[config.mk]
export PLATFORM = sky130hd
export DESIGN_NAME = clk_switch_ctrl
export DESIGN_NICKNAME = d
export VERILOG_FILES = /design/src/rtl/clk_switch_pkg.sv /design/src/rtl/clk_switch_ctrl_div.sv /design/src/rtl/clk_switch_ctrl.sv
export SDC_FILE = /design/constraint.sdc
export NUM_CORES = 1
export LEC_CHECK = 0
export CORE_MARGIN = 1.5
export CORE_UTILIZATION = 44
export CTS_CLUSTER_SIZE = 20
export DETAILED_ROUTE_END_ITERATION = 16
export PLACE_DENSITY = 0.74
export SETUP_SLACK_MARGIN = 0.2
export SYNTH_ARGS = -nofsm -noshare
export SYNTH_HDL_FRONTEND = slang
export SYNTH_SLANG_ARGS = --single-unit
[constraint.sdc]
create_clock -name clk -period 1.49 [get_ports clk]
set_input_delay 0.298 -clock clk [delete_from_list [all_inputs] [get_ports clk]]
set_output_delay 0.298 -clock clk [all_outputs]
set_load 0.02 [all_outputs]
[src/rtl/clk_switch_pkg.sv]
// Shared definitions for the clock-switch controller: FSM state encoding,
// mux source encoding and the timeout counter width helper.
package clk_switch_pkg;

    typedef logic [2:0] state_t;

    localparam state_t ST_IDLE     = 3'd0;
    localparam state_t ST_WAIT_OFF = 3'd1;
    localparam state_t ST_WAIT_ON  = 3'd2;
    localparam state_t ST_DONE     = 3'd3;
    localparam state_t ST_ERR      = 3'd4;

    localparam logic SRC_CLK0 = 1'b0;
    localparam logic SRC_CLK1 = 1'b1;

    function automatic int tmo_width(input int timeout);
        return $clog2(timeout);
    endfunction

endpackage

[src/rtl/clk_switch_ctrl_div.sv]
// Even-ratio clock divider: the output toggles every DIV/2 master cycles,
// which gives a 50 % duty clock at clk/DIV.
module clk_div_even #(
    parameter int DIV = 2
) (
    input  logic clk,
    input  logic rst,
    output logic clk_o
);

    localparam int HALF = DIV / 2;
    localparam int CW   = (HALF > 1) ? $clog2(HALF) : 1;
    localparam logic [CW-1:0] TERM = CW'(HALF - 1);
    localparam logic [CW-1:0] ONE  = CW'(1);

    logic [CW-1:0] cnt_q, cnt_d;
    logic          clk_q, clk_d;

    always_comb begin
        cnt_d = cnt_q + ONE;
        clk_d = clk_q;
        if (cnt_q == TERM) begin
            cnt_d = '0;
            clk_d = ~clk_q;
        end
    end

    always_ff @(posedge clk or posedge rst) begin
        if (rst) begin
            cnt_q <= '0;
            clk_q <= 1'b0;
        end else begin
            cnt_q <= cnt_d;
            clk_q <= clk_d;
        end
    end

    assign clk_o = clk_q;

endmodule

[src/rtl/clk_switch_ctrl.sv]
// Master-clock-side controller for the two-clock glitch-free mux: generates
// both source clocks, drives select and tracks the mux enable flags.
// Timeout/ERR handling is built only when CLK_SWITCH_TIMEOUT_EN is defined.
module clk_switch_ctrl
    import clk_switch_pkg::*;
#(
    parameter int DIV0        = 4,
    parameter int DIV1        = 2,
    parameter int SYNC_STAGES = 2,
    parameter int TIMEOUT     = 64
) (
    input  logic       clk,
    input  logic       rst,
    input  logic       sw_req,
    input  logic       sw_tgt,
    input  logic       en0_i,
    input  logic       en1_i,
    output logic       clk0_o,
    output logic       clk1_o,
    output logic       select,
    output logic       cur_sel,
    output logic       sw_busy,
    output logic       sw_done,
    output logic       sw_err,
    output logic [2:0] dbg_state
);

    if ((DIV0 < 2) || (DIV0 % 2 != 0) || (DIV1 < 2) || (DIV1 % 2 != 0) ||
        (SYNC_STAGES < 2) || (TIMEOUT < 4)) begin : g_param_check
        $error("clk_switch_ctrl: illegal parameter value");
    end

    clk_div_even #(.DIV(DIV0)) u_div0 (.clk(clk), .rst(rst), .clk_o(clk0_o));
    clk_div_even #(.DIV(DIV1)) u_div1 (.clk(clk), .rst(rst), .clk_o(clk1_o));

    logic [SYNC_STAGES-1:0] en0_sync_q, en0_sync_d;
    logic [SYNC_STAGES-1:0] en1_sync_q, en1_sync_d;
    logic                   en0_s, en1_s, old_en, new_en, tmo_hit;

    state_t state_q, state_d;
    logic   select_q, select_d;
    logic   cur_sel_q, cur_sel_d;
    logic   busy_q, busy_d;
    logic   done_q, done_d;

    assign en0_sync_d = {en0_sync_q[SYNC_STAGES-2:0], en0_i};
    assign en1_sync_d = {en1_sync_q[SYNC_STAGES-2:0], en1_i};
    assign en0_s      = en0_sync_q[SYNC_STAGES-1];
    assign en1_s      = en1_sync_q[SYNC_STAGES-1];

    // Old source is the one we are leaving (cur_sel), new one is select.
    assign old_en = (cur_sel_q == SRC_CLK0) ? en0_s : en1_s;
    assign new_en = (select_q  == SRC_CLK1) ? en1_s : en0_s;

`ifdef CLK_SWITCH_TIMEOUT_EN
    localparam int TW = tmo_width(TIMEOUT);
    localparam logic [TW-1:0] TMO_LAST = TW'(TIMEOUT - 1);
    localparam logic [TW-1:0] TMO_ONE  = TW'(1);

    logic [TW-1:0] tmo_q, tmo_d;
    logic          err_q, err_d;

    assign tmo_hit = (tmo_q == TMO_LAST);

    // Counts only while staying in a wait state; any transition clears it.
    always_comb begin
        tmo_d = '0;
        if ((state_d == state_q) &&
            ((state_q == ST_WAIT_OFF) || (state_q == ST_WAIT_ON))) begin
            tmo_d = tmo_q + TMO_ONE;
        end
        err_d = (state_d == ST_ERR);
    end

    always_ff @(posedge clk or posedge rst) begin
        if (rst) begin
            tmo_q <= '0;
            err_q <= 1'b0;
        end else begin
            tmo_q <= tmo_d;
            err_q <= err_d;
        end
    end

    assign sw_err = err_q;
`else
    assign tmo_hit = 1'b0;
    assign sw_err  = 1'b0;
`endif

    // Exit condition is tested before the timeout so it wins a tie.
    always_comb begin
        state_d   = state_q;
        select_d  = select_q;
        cur_sel_d = cur_sel_q;
        busy_d    = busy_q;
        case (state_q)
            ST_IDLE: begin
                if (sw_req) begin
                    if (sw_tgt == cur_sel_q) begin
                        state_d = ST_DONE;
                    end else begin
                        select_d = sw_tgt;
                        busy_d   = 1'b1;
                        state_d  = ST_WAIT_OFF;
                    end
                end
            end
            ST_WAIT_OFF: begin
                if (!old_en)      state_d = ST_WAIT_ON;
                else if (tmo_hit) state_d = ST_ERR;
            end
            ST_WAIT_ON: begin
                if (new_en)       state_d = ST_DONE;
                else if (tmo_hit) state_d = ST_ERR;
            end
            ST_DONE: begin
                cur_sel_d = select_q;
                busy_d    = 1'b0;
                state_d   = ST_IDLE;
            end
            ST_ERR: begin
                select_d = cur_sel_q;
                busy_d   = 1'b0;
                state_d  = ST_IDLE;
            end
            default: state_d = ST_IDLE;
        endcase
        done_d = (state_d == ST_DONE);
    end

    always_ff @(posedge clk or posedge rst) begin
        if (rst) begin
            en0_sync_q <= '0;
            en1_sync_q <= '0;
            state_q    <= ST_IDLE;
            select_q   <= 1'b0;
            cur_sel_q  <= 1'b0;
            busy_q     <= 1'b0;
            done_q     <= 1'b0;
        end else begin
            en0_sync_q <= en0_sync_d;
            en1_sync_q <= en1_sync_d;
            state_q    <= state_d;
            select_q   <= select_d;
            cur_sel_q  <= cur_sel_d;
            busy_q     <= busy_d;
            done_q     <= done_d;
        end
    end

    assign select    = select_q;
    assign cur_sel   = cur_sel_q;
    assign sw_busy   = busy_q;
    assign sw_done   = done_q;
    assign dbg_state = state_q;

endmodule

==> results list, run 1 <==
- Setup violations remaining at the end of the flow were counted as 0.
* Ratio of final minimum period to clock period: 0.875
- Fill cell count: 93
- In this run the standard cell core region covers 1170 µm².
* Num Clock Sinks: 14
* Final GP Congestion: 0.742
* Fraction of final layout cells sized beyond drive strength 1: 0.227
- Count of nets after finishing: 82
- Clk slew on worst S/H paths: 0.08 ns
- Counting flops and latches in the post-synthesis netlist gives 14.
* Row cnt: 12
* Max_cap viols: 0
- The die covers 1560 µm².
* Vias: 478
- In this run the static leakage power is 0.396 nW.
- Final hold vios: 0
- For this block, the initial DRC count from the detailed router was 17.
* Sequential share of the synthesized area: 0.598
- Total CTS buffers: 3
- In the synthesized netlist the async set-or-reset flop fraction comes to 1.00.
* Number of vias per cell: 5.37
- Total of buffers placed on input and output ports: 14
- Layout Utilization: 0.675
* Power Density: 1610 nW/µm²
- Counting along the longest clock path gives a buffer depth of 2.
- The number of antenna diodes in the final layout is 0.
- Between clock sinks in the finished design, the worst skew comes to 0.00570 ns.
- After routing the design area is 791 µm².
- Initial cell density of the core: 0.500
* Transition time of the tightest slew-check pin: 0.502 ns
- Compared with the post-synthesis result, the final layout area differs by 35.0%.
- Total Routing Usage GR: 0.201
- The number of global-route vias before repair was 486.
- Die boundary height: 39.5 µm
* Clock period minus final worst setup slack: 1.30 ns
- Overflow after GRT: 0
- Of all cell types, the one taking the most synthesized area is sky130_fd_sc_hd__dfrtp_1.
* Critical Path End Type: flop
- Synthesis handed over a netlist of 52 instances.
- The flow ran to the end, and the final reports show no timing, DRC or antenna violations.
- The path class of the tightest hold or removal check is in -> async.
- The most used flip-flop cell after synthesis is sky130_fd_sc_hd__dfrtp_1.
* Area contributors post-synth: sky130_fd_sc_hd__dfrtp_1 (60%), sky130_fd_sc_hd__inv_1 (4.5%), sky130_fd_sc_hd__mux2_2 (3.8%)
- Most common cell after layout, fill and taps aside: sky130_fd_sc_hd__dfrtp_1
- TritonCTS built the clock tree.
- Setup repair after global routing could not meet its margin everywhere.
* Clk root buf: sky130_fd_sc_hd__clkbuf_4
- Worst-Skew Late Latency: 0.27 ns
* Clock H-tree levels: 1
- Endpoint required time on the critical path: 1.65 ns
- Highest-count cells in the layout ignoring fill and taps: sky130_fd_sc_hd__dfrtp_1 (13), sky130_fd_sc_hd__buf_4 (8), sky130_fd_sc_hd__inv_1 (7), sky130_fd_sc_hd__clkdlybuf4s50_1 (5)
* Overall die width: 39.5 µm
- Before antenna repair, the detailed router went through 4 iterations.
- Unique cell type count in the Yosys netlist: 26
- The final number of max-transition violations is 0.
* Post-synthesis cell area: 586 µm²
- The critical path is of the in -> reg type.
* Arrival time at the worst endpoint: 1.47 ns
- Launching element type of the critical path: input port
* Number of antenna violations at the first check in global routing: 0
- Avg Cell Area, Syn: 11.3 µm²
* Total Routed Length: 1190 µm
- Yosys printed 0 warnings.
* Antenna Violating Nets Remaining: 0
- Number of flops mapped to enable cells by yosys: 0
- Static timing analysis puts the maximum clock frequency at 767 MHz.
* Largest fanout of any net on the critical path: 2
* Number of remaining DRC errors: 0
* Final routed wire length divided by cell count: 13.3 µm
- IR analysis of the VDD net gives a maximum drop of 0.820 mV.
- In this run the count of I/O pins placed on the die edge is 16.
- Proportion of netlist area held by the largest area contributor: 0.598
* First-pass GRT wire length: 1980 µm
- Cell area after placement: 774 µm²
* Tightest slew margin relative to the limit: 0.665
- The HPWL after detailed placement is 794 µm.
- Largest net degree at the start of global routing: 15
## synthesized netlist by cell type (2+ instances only)
cell type                  instances
sky130_fd_sc_hd__nor2_1            4
sky130_fd_sc_hd__clkbuf_1          2
sky130_fd_sc_hd__a21oi_1           2
sky130_fd_sc_hd__mux2_2            2
sky130_fd_sc_hd__inv_1             7
sky130_fd_sc_hd__a21o_1            2
sky130_fd_sc_hd__dfrtp_1          14
## per-layer routing
metal  wire length (µm)  vias to the layer above  track usage
li1                   -                      223            -
met1                496                      229        0.237
met2                588                       22        0.320
met3                 81                        4       0.0739
met4                 20                        0       0.0948
met5                  0                        -            0
## path summary, 6_finish.rpt
| kind | from | slack (ns) | cells past startpoint | to |
|---|---|---|---|---|
| max | sw_tgt | 0.19 | 4 | sw_busy$_DFFE_PP0P_ |
| min | rst | 0.34 | 2 | en0_sync_q[1]$_DFF_PP0_ |
| max reg2reg | cur_sel$_DFFE_PP0N_ | 0.19 | 3 | sw_busy$_DFFE_PP0P_ |
| min reg2reg | en0_sync_q[0]$_DFF_PP0_ | 0.36 | 0 | en0_sync_q[1]$_DFF_PP0_ |
| max in group asynchronous | rst | 0.79 | 2 | cur_sel$_DFFE_PP0N_ |
| min in group clk | en0_sync_q[0]$_DFF_PP0_ | 0.36 | 0 | en0_sync_q[1]$_DFF_PP0_ |
## critical path, stage by stage
cell	delay [ns]
sky130_fd_sc_hd__clkdlybuf4s50_1	0.43
sky130_fd_sc_hd__xnor2_1	0.16
sky130_fd_sc_hd__or3_1	0.33
sky130_fd_sc_hd__a222oi_1	0.25
## power by group
group          switching, mW  internal [mW]  leakage (nW)
clock network          0.112          0.104        0.0150
registers             0.0448          0.453         0.168
logic                  0.303          0.257         0.213
total                  0.461          0.814         0.396
## flip-flops by register name (all words and copies together), names as in the netlist
name          cells
u_div1.clk_o      1
cur_sel           1
sw_done           1
select            1
en0_sync_q        2
u_div0.clk_o      1
dbg_state         3
en1_sync_q        2
u_div0.cnt_q      1
sw_busy           1
## kinds of logic (layout without fill, tap and decap cells)
kind of cell           count (synthesis)  after routing  synth area share
AO/OA/AOI/OAI                         11             11             0.137
buffers and inverters                 11             33            0.0898
multiplexers                           3              3            0.0556
flip-flops                            14             14             0.598
XOR/XNOR                               2              2            0.0299
other                                  1              2           0.00640
AND/OR/NAND/NOR                       10             10            0.0833
## area by class of cell
cell class,instances,area (µm²),area share
tap,14,17.5,0.0222
inverter,7,26.3,0.0332
sequential,14,352,0.445
clock buffer,4,26.3,0.0332
timing repair buffer,22,183,0.231
multi-input combinational,28,186,0.236
## through the flow
step / power [mW] / worst slack, ns / hold WS, ns / cells / TNS [ns]
finish: 1.27 / 0.186 / 0.341 / 89 / 0
global route: 1.35 / 0.169 / 0.370 / 89 / 0
CTS: 1.25 / 0.113 / 0.355 / 88 / 0
detailed placement: 1.08 / -0.0383 / 0.344 / 84 / -0.0383
global placement: 1.07 / 0.00754 / 0.338 / 84 / 0
floorplan: 0.847 / 0.180 / 0.187 / 53 / 0
## timing repair
item,4_1_cts,5_1_grt
setup buffers,0,1
hold buffers,0,0
setup endpoints to repair,9,9
resized for setup,10,9
(Power assumes the default switching activity.)
==> inputs of run 2 (changes only) <==
CORE_MARGIN = 2   (was 1.5)
==> results list, run 2 (synthesis results as in run 1) <==
- Result of the run: finished clean (unchanged)
- The number of fillers in the final layout is 120 (was 93).
* Summed area of non-filler cells in the final layout: 807 µm² (was 791 µm²)
- Total Routed Length: 1030 µm (was 1190 µm)
- The starting utilization of the core area came to 0.462 (was 0.500).
- First DRT Iteration DRCs: 7 (was 17)
- Largest net degree at the start of global routing: 15 (unchanged)
- The share of the core filled with cells is 0.636 (was 0.675).
- Hpwl dp: 742 µm (was 794 µm)
- The fraction of power consumed by the clock network is 0.172 (was 0.170).
- The number of flip-flops in the largest register was 3 (unchanged).
* Net switching component of the power: 0.443 mW (was 0.461 mW)
- CORE AREA: 1270 µm² (was 1170 µm²)
- M2 GR Usage: 0.286 (was 0.320)
- Busiest layer in global routing: met2 (unchanged)
- The number of global-route vias before repair is 421 (was 486).
- The overall routing resource usage is 0.166 (was 0.201).
- Cell depth of the worst flop-to-flop path: 3 (unchanged)
- Count of inserted antenna diode cells: 0 (unchanged)
- Internal power component: 0.819 mW (was 0.814 mW)
- Maximum root-to-sink buffer count: 2 (unchanged)
- The clock tree from TritonCTS is built (unchanged).
- The post-route antenna net violation count came to 0 (unchanged).
- The total number of clock tree sinks is 14 (unchanged).
- The worst stage delay on the critical path is 0.40 ns (was 0.43 ns).
- The worst slack at placement was -0.0646 ns (was -0.0383 ns).
- The global routing usage on met1 came to 0.164 (was 0.237).
* Setup slack after layout: 0.229 ns (was 0.186 ns)
* CTS Hold Bufs: 0 (unchanged)
- The time the final worst path needs with I/O delays and setup is 1.26 ns (was 1.30 ns).
- The final count of hold timing violations was 0 (unchanged).
* Highest-count cells in the layout ignoring fill and taps: sky130_fd_sc_hd__dfrtp_1 (13), sky130_fd_sc_hd__buf_4 (9), sky130_fd_sc_hd__inv_1 (7), sky130_fd_sc_hd__clkdlybuf4s50_1 (5), sky130_fd_sc_hd__clkdlybuf4s15_1 (5) (was sky130_fd_sc_hd__dfrtp_1 (13), sky130_fd_sc_hd__buf_4 (8), sky130_fd_sc_hd__inv_1 (7), sky130_fd_sc_hd__clkdlybuf4s50_1 (5))
* GRT met3 Usage: 0.0500 (was 0.0739)
* Number of vias per cell: 4.89 (was 5.37)
- The count of buffers from port buffering was 14 (unchanged).
- Sequence of cells on the critical path: clkdlybuf4s15_1 (was clkdlybuf4s50_1 > xnor2_1 > or3_1 > a222oi_1).
* Clk root buf: sky130_fd_sc_hd__clkbuf_4 (unchanged)
- Final clock skew: 0.00242 ns (was 0.00570 ns)
- The number of vias in the routed layout came to 445 (was 478).
* Fraction of final layout cells sized beyond drive strength 1: 0.237 (was 0.227)
* IR Drop Worst-Case VDD: 0.851 mV (was 0.820 mV)
* Critical path launch point: u_div0.clk_o$_DFFE_PP0P_ (was sw_tgt)
- The number of remaining DRC errors came to 0 (unchanged).
- Critical path start-end classification: reg -> out (was in -> reg)
* Reg2reg end: sw_busy$_DFFE_PP0P_ (unchanged)
- Endpoint required time on the critical path: 1.19 ns (was 1.65 ns)
* Count of nets after finishing: 83 (was 82)
- The cell total after placement was 85 (was 84).
- The sequential group share of total power is 0.394 (was 0.390).
- The total overflow reported by the global router was 0 (unchanged).
* Die boundary height: 40.5 µm (was 39.5 µm)
- The cell area after placement is 776 µm² (was 774 µm²).
- Most common cell after layout, fill and taps aside: sky130_fd_sc_hd__dfrtp_1 (unchanged)
- The worst path buffer plus inverter count is 1 (unchanged).
- Setup slack of the most critical reg-to-reg path: 0.25 ns (was 0.19 ns)
- The leakage power came to 0.399 nW (was 0.396 nW).
- The clock latency of the later-clocked register in the worst-skew pair was 0.28 ns (was 0.27 ns).
- The final standard cell count with taps included and fillers excluded is 91 (was 89).
- Clock H-tree levels: 1 (unchanged)
- RSZ-0062 raised after global routing: yes (unchanged)
* Fmax achieved: 793 MHz (was 767 MHz)
* Die outline area: 1640 µm² (was 1560 µm²)
- Slowest library cell on the worst path: sky130_fd_sc_hd__dfrtp_1 (was sky130_fd_sc_hd__clkdlybuf4s50_1)
- The final clock period utilization by the worst path was 0.847 (was 0.875).
- Arrival time at the worst endpoint: 0.96 ns (was 1.47 ns)
- The kind of cell with the highest combined delay on the critical path is flip-flops (was buffers and inverters).
* Clk slew on worst S/H paths: 0.07 ns (was 0.08 ns)
- The total power per unit cell area was 1560 nW/µm² (was 1610 nW/µm²).
- # setup viols final: 0 (unchanged)
- Max_cap viols: 0 (unchanged)
- The area taken by multi-input logic gates was 186 µm² (unchanged).
- Area used by sequential logic in the layout: 352 µm² (unchanged)
* Switch share: 0.351 (was 0.361)
- The combinational cell fraction of total power was 0.434 (was 0.440).
* Launching element type of the critical path: flop (was input port)
* DR pass1 iterations: 4 (unchanged)
- Top Ports: 16 (unchanged)
- The routed wire length per instance was 11.4 µm (was 13.3 µm).
- Number of antenna violations at the first check in global routing: 0 (unchanged)
- Final count of pins violating max slew: 0 (unchanged)
- The number of core rows is 13 (was 12).
* Final GP Congestion: 0.689 (was 0.742)
- Critical Path End Type: output port (was flop)
* Overall die width: 40.5 µm (was 39.5 µm)
* Area growth syn-to-layout: 37.8% (was 35.0%)
* Largest fanout of any net on the critical path: 2 (unchanged)
* Worst flop-to-flop path startpoint: dbg_state[0]$_DFF_PP0_ (was cur_sel$_DFFE_PP0N_)
* HP Class: in -> async (unchanged)
* First-pass GRT wire length: 1660 µm (was 1980 µm)
* Total CTS buffers: 3 (unchanged)
## run 2: cell types whose count changed in the layout (fill, tap and decap cells not counted), sizes merged
cell           change
buf                +1
clkbuf             -1
clkdlybuf4s15      +2
dlygate4sd2        -1
## run 2: final cells by class
type                       count  share of cell area
multi-input combinational     28               0.231
tap                           15              0.0233
timing repair buffer          23               0.245
inverter                       7              0.0326
clock buffer                   4              0.0326
sequential                    14               0.436
## run 2: metal layers
metal  vias to the layer above  wire, µm
met5                         -         0
met4                         0        19
met3                         2        65
met2                        14       495
met1                       209       454
li1                        220         -
## run 2: how the worst max path moves through the flow
stage	to	slack, ns	cells after the start
after floorplan	sw_busy$_DFFE_PP0P_	0.18	4
after global placement	sw_busy$_DFFE_PP0P_	0.008	4
after detailed placement	sw_busy$_DFFE_PP0P_	-0.06	4
after CTS	cur_sel	0.11	1
after global routing	sw_busy$_DFFE_PP0P_	0.18	4
final	clk0_o	0.23	1
## run 2: power groups by stage
| stage | logic, mW | registers, mW | clock network, mW |
|---|---|---|---|
| 6_report | 0.547 | 0.497 | 0.218 |
| 5_1_grt | 0.607 | 0.504 | 0.241 |
| 4_1_cts | 0.533 | 0.497 | 0.229 |
| 3_5_place_dp | 0.542 | 0.517 | 0 |
| 3_3_place_gp | 0.533 | 0.513 | 0 |
| 2_1_floorplan | 0.262 | 0.585 | 0 |
## run 2: timing repair
item                                    CTS  global route
hold endpoints to repair                  0             0
gates resized for setup                  14             6
setup buffers                             1             1
endpoints found under the setup margin    9             6
cloned                                    0             0
## run 2: metrics by stage
stage	hold WS, ns	power, mW	setup TNS [ns]
6_report	0.306	1.26	0
5_1_grt	0.337	1.35	0
3_3_place_gp	0.335	1.05	0
3_5_place_dp	0.340	1.06	-0.0646
4_1_cts	0.305	1.26	0
2_1_floorplan	0.187	0.847	0
==> inputs of run 3 (changes only) <==
clock period = 1.3 ns   (was 1.49 ns; I/O delays follow)
==> results list, run 3 (synthesis results as in run 1) <==
* IR Drop Worst-Case VDD: 0.959 mV (was 0.851 mV)
- Leakage Power: 0.455 nW (was 0.399 nW)
- Die boundary height: 40.5 µm (unchanged)
- Final GP Congestion: 0.688 (was 0.689)
* Critical path start-end classification: reg -> reg (was reg -> out)
- Dividing the final minimum period by the clock period gives 0.922.
- The final standard cell count with taps included and fillers excluded is 97 (was 91).
- The commonest non-fill, non-tap cell in the layout is sky130_fd_sc_hd__buf_4 (was sky130_fd_sc_hd__dfrtp_1).
* Routed metal-1 wirelength: 467 µm (was 454 µm)
- The number of antenna repair diodes was 0 (unchanged).
* Total CTS buffers: 3 (unchanged)
- Hpwl dp: 800 µm (was 742 µm)
- Via count of the first global-routing pass: 432 (was 421)
- Routed length on met2: 595 µm (was 495 µm)
- Overflow after GRT: 0 (unchanged)
- The number of flip-flops in the largest register was 3 (unchanged).
- The net count of the finished layout is 89 (was 83).
- The share of the core filled with cells was 0.724 (was 0.636).
- The root buffer cell is sky130_fd_sc_hd__clkbuf_4 (unchanged).
* Fmax achieved: 834 MHz
- The worst hold slack after final layout is 0.266 ns (was 0.306 ns).
* Max_cap viols: 0 (unchanged)
- Power Density: 1880 nW/µm² (was 1560 nW/µm²)
- Final routed wire length divided by cell count: 11.8 µm (was 11.4 µm)
* RSZ-0062 raised after global routing: yes (unchanged)
- The data arrival time of the worst path came to 1.37 ns (was 0.96 ns).
- Highest-count cells in the layout ignoring fill and taps: sky130_fd_sc_hd__buf_4 (12), sky130_fd_sc_hd__dfrtp_1 (9), sky130_fd_sc_hd__buf_6 (9), sky130_fd_sc_hd__inv_1 (6), sky130_fd_sc_hd__dfrtp_2 (5) (was sky130_fd_sc_hd__dfrtp_1 (13), sky130_fd_sc_hd__buf_4 (9), sky130_fd_sc_hd__inv_1 (7), sky130_fd_sc_hd__clkdlybuf4s50_1 (5), sky130_fd_sc_hd__clkdlybuf4s15_1 (5))
* Number of vias per cell: 5.04 (was 4.89)
* Die outline area: 1640 µm² (unchanged)
- The number of antenna violations at the first check in global routing was 0 (unchanged).
- The clock latency of the later-clocked register in the worst-skew pair is 0.27 ns (was 0.28 ns).
- Total Routed Length: 1140 µm (was 1030 µm)
- The number of vias in the routed layout was 489 (was 445).
* Setup slack after layout: 0.101 ns (was 0.229 ns)
- The number of core rows came to 13 (unchanged).
- Num Clock Sinks: 14 (unchanged)
- Final hold vios: 0 (unchanged)
- Clock period minus final worst setup slack: 1.20 ns
- The post-route antenna net violation count was 0 (unchanged).
* Largest fanout of any net on the critical path: 6 (was 2)
- The cell total after placement is 88 (was 85).
- The overall routing resource usage was 0.169 (was 0.166).
* Top Ports: 16 (unchanged)
- Total of buffers placed on input and output ports: 14 (unchanged)
* DR pass1 iterations: 4 (unchanged)
* Final clock skew: 0.000964 ns (was 0.00242 ns)
- The horizontal extent of the die came to 40.5 µm (unchanged).
* Critical Path End Type: flop (was output port)
* Fraction of final layout cells sized beyond drive strength 1: 0.512 (was 0.237)
- Maximum root-to-sink buffer count: 2 (unchanged)
* Initial cell density of the core: 0.462 (unchanged)
- Met3 wirelength from detailed routing: 79 µm (was 65 µm)
* Clock tree from TritonCTS: built (unchanged)
* Endpoint required time on the critical path: 1.47 ns (was 1.19 ns)
- The area of the core is 1270 µm² (unchanged).
- The CTS H-tree depth was 1 (unchanged).
- Result of the run: finished clean (unchanged).
- The wire length of the first global-routing pass is 1730 µm (was 1660 µm).
- The type of the tightest min-delay check was in -> async (unchanged).
* # setup viols final: 0 (unchanged)
- The maximum number of pins on one net before global-route repair was 15 (unchanged).
- The final number of max-transition violations came to 0 (unchanged).
- Number of remaining DRC errors: 0 (unchanged)
* Area growth syn-to-layout: 56.8% (was 37.8%)
- Launching element type of the critical path: flop (unchanged)
- Post-Place Worst Slack: -0.194 ns (was -0.0646 ns)
- Clk slew on worst S/H paths: 0.08 ns (was 0.07 ns)
- The highest metal layer used by the detailed router was met3 (was met4).
- The number of fillers in the final layout was 86 (was 120).
* First DRT Iteration DRCs: 14 (was 7)
run 3: stage by stage:
| step | instance area, µm² | TNS [ns] | total power [mW] |
|---|---|---|---|
| 2_1_floorplan | 627 | -0.0101 | 1.04 |
| 3_3_place_gp | 815 | -0.375 | 1.28 |
| 3_5_place_dp | 815 | -0.422 | 1.29 |
| 4_1_cts | 845 | 0 | 1.61 |
| 5_1_grt | 918 | 0 | 1.83 |
| 6_report | 918 | 0 | 1.72 |
run 3: worst paths after layout:
path | start | end | slack (ns) | cells past startpoint
max | dbg_state[0]$_DFF_PP0_ | sw_busy$_DFFE_PP0P_ | 0.10 | 3
min | rst | sw_busy$_DFFE_PP0P_ | 0.27 | 3
max reg2reg | dbg_state[0]$_DFF_PP0_ | sw_busy$_DFFE_PP0P_ | 0.10 | 3
min reg2reg | en1_sync_q[0]$_DFF_PP0_ | en1_sync_q[1]$_DFF_PP0_ | 0.36 | 0
max in group asynchronous | rst | select$_DFFE_PP0P_ | 0.86 | 3
min in group clk | en1_sync_q[0]$_DFF_PP0_ | en1_sync_q[1]$_DFF_PP0_ | 0.36 | 0
run 3: timing repair:
action / 4_1_cts / 5_1_grt
gates cloned: 0 / 0
setup buffers: 2 / 3
pin swaps: 3 / 2
hold buffers: 0 / 0
resized for setup: 44 / 17
endpoints found under the setup margin: 15 / 14
run 3: layout make-up:
cell class	instances	area, µm²	share of cell area
clock buffers	4	36.3	0.0395
repair buffers	29	254	0.277
multi-input cells	28	224	0.244
inverters	7	28.8	0.0313
well taps	15	18.8	0.0204
flip-flops and latches	14	357	0.388
run 3: critical path, stage by stage, from the launching register on:
cell                       delay, ns
sky130_fd_sc_hd__dfrtp_2        0.41
sky130_fd_sc_hd__buf_6          0.13
sky130_fd_sc_hd__or3_1          0.33
sky130_fd_sc_hd__a222oi_1       0.22
run 3: layer usage:
metal  vias up  GRT usage
met5         -          0
met4         0     0.0250
met3         0     0.0667
met2        23      0.294
met1       232      0.198
li1        234          -
run 3: report_power, final:
group / internal, mW / switching, mW
combinational: 0.437 / 0.402
clock: 0.170 / 0.133
sequential: 0.526 / 0.0547
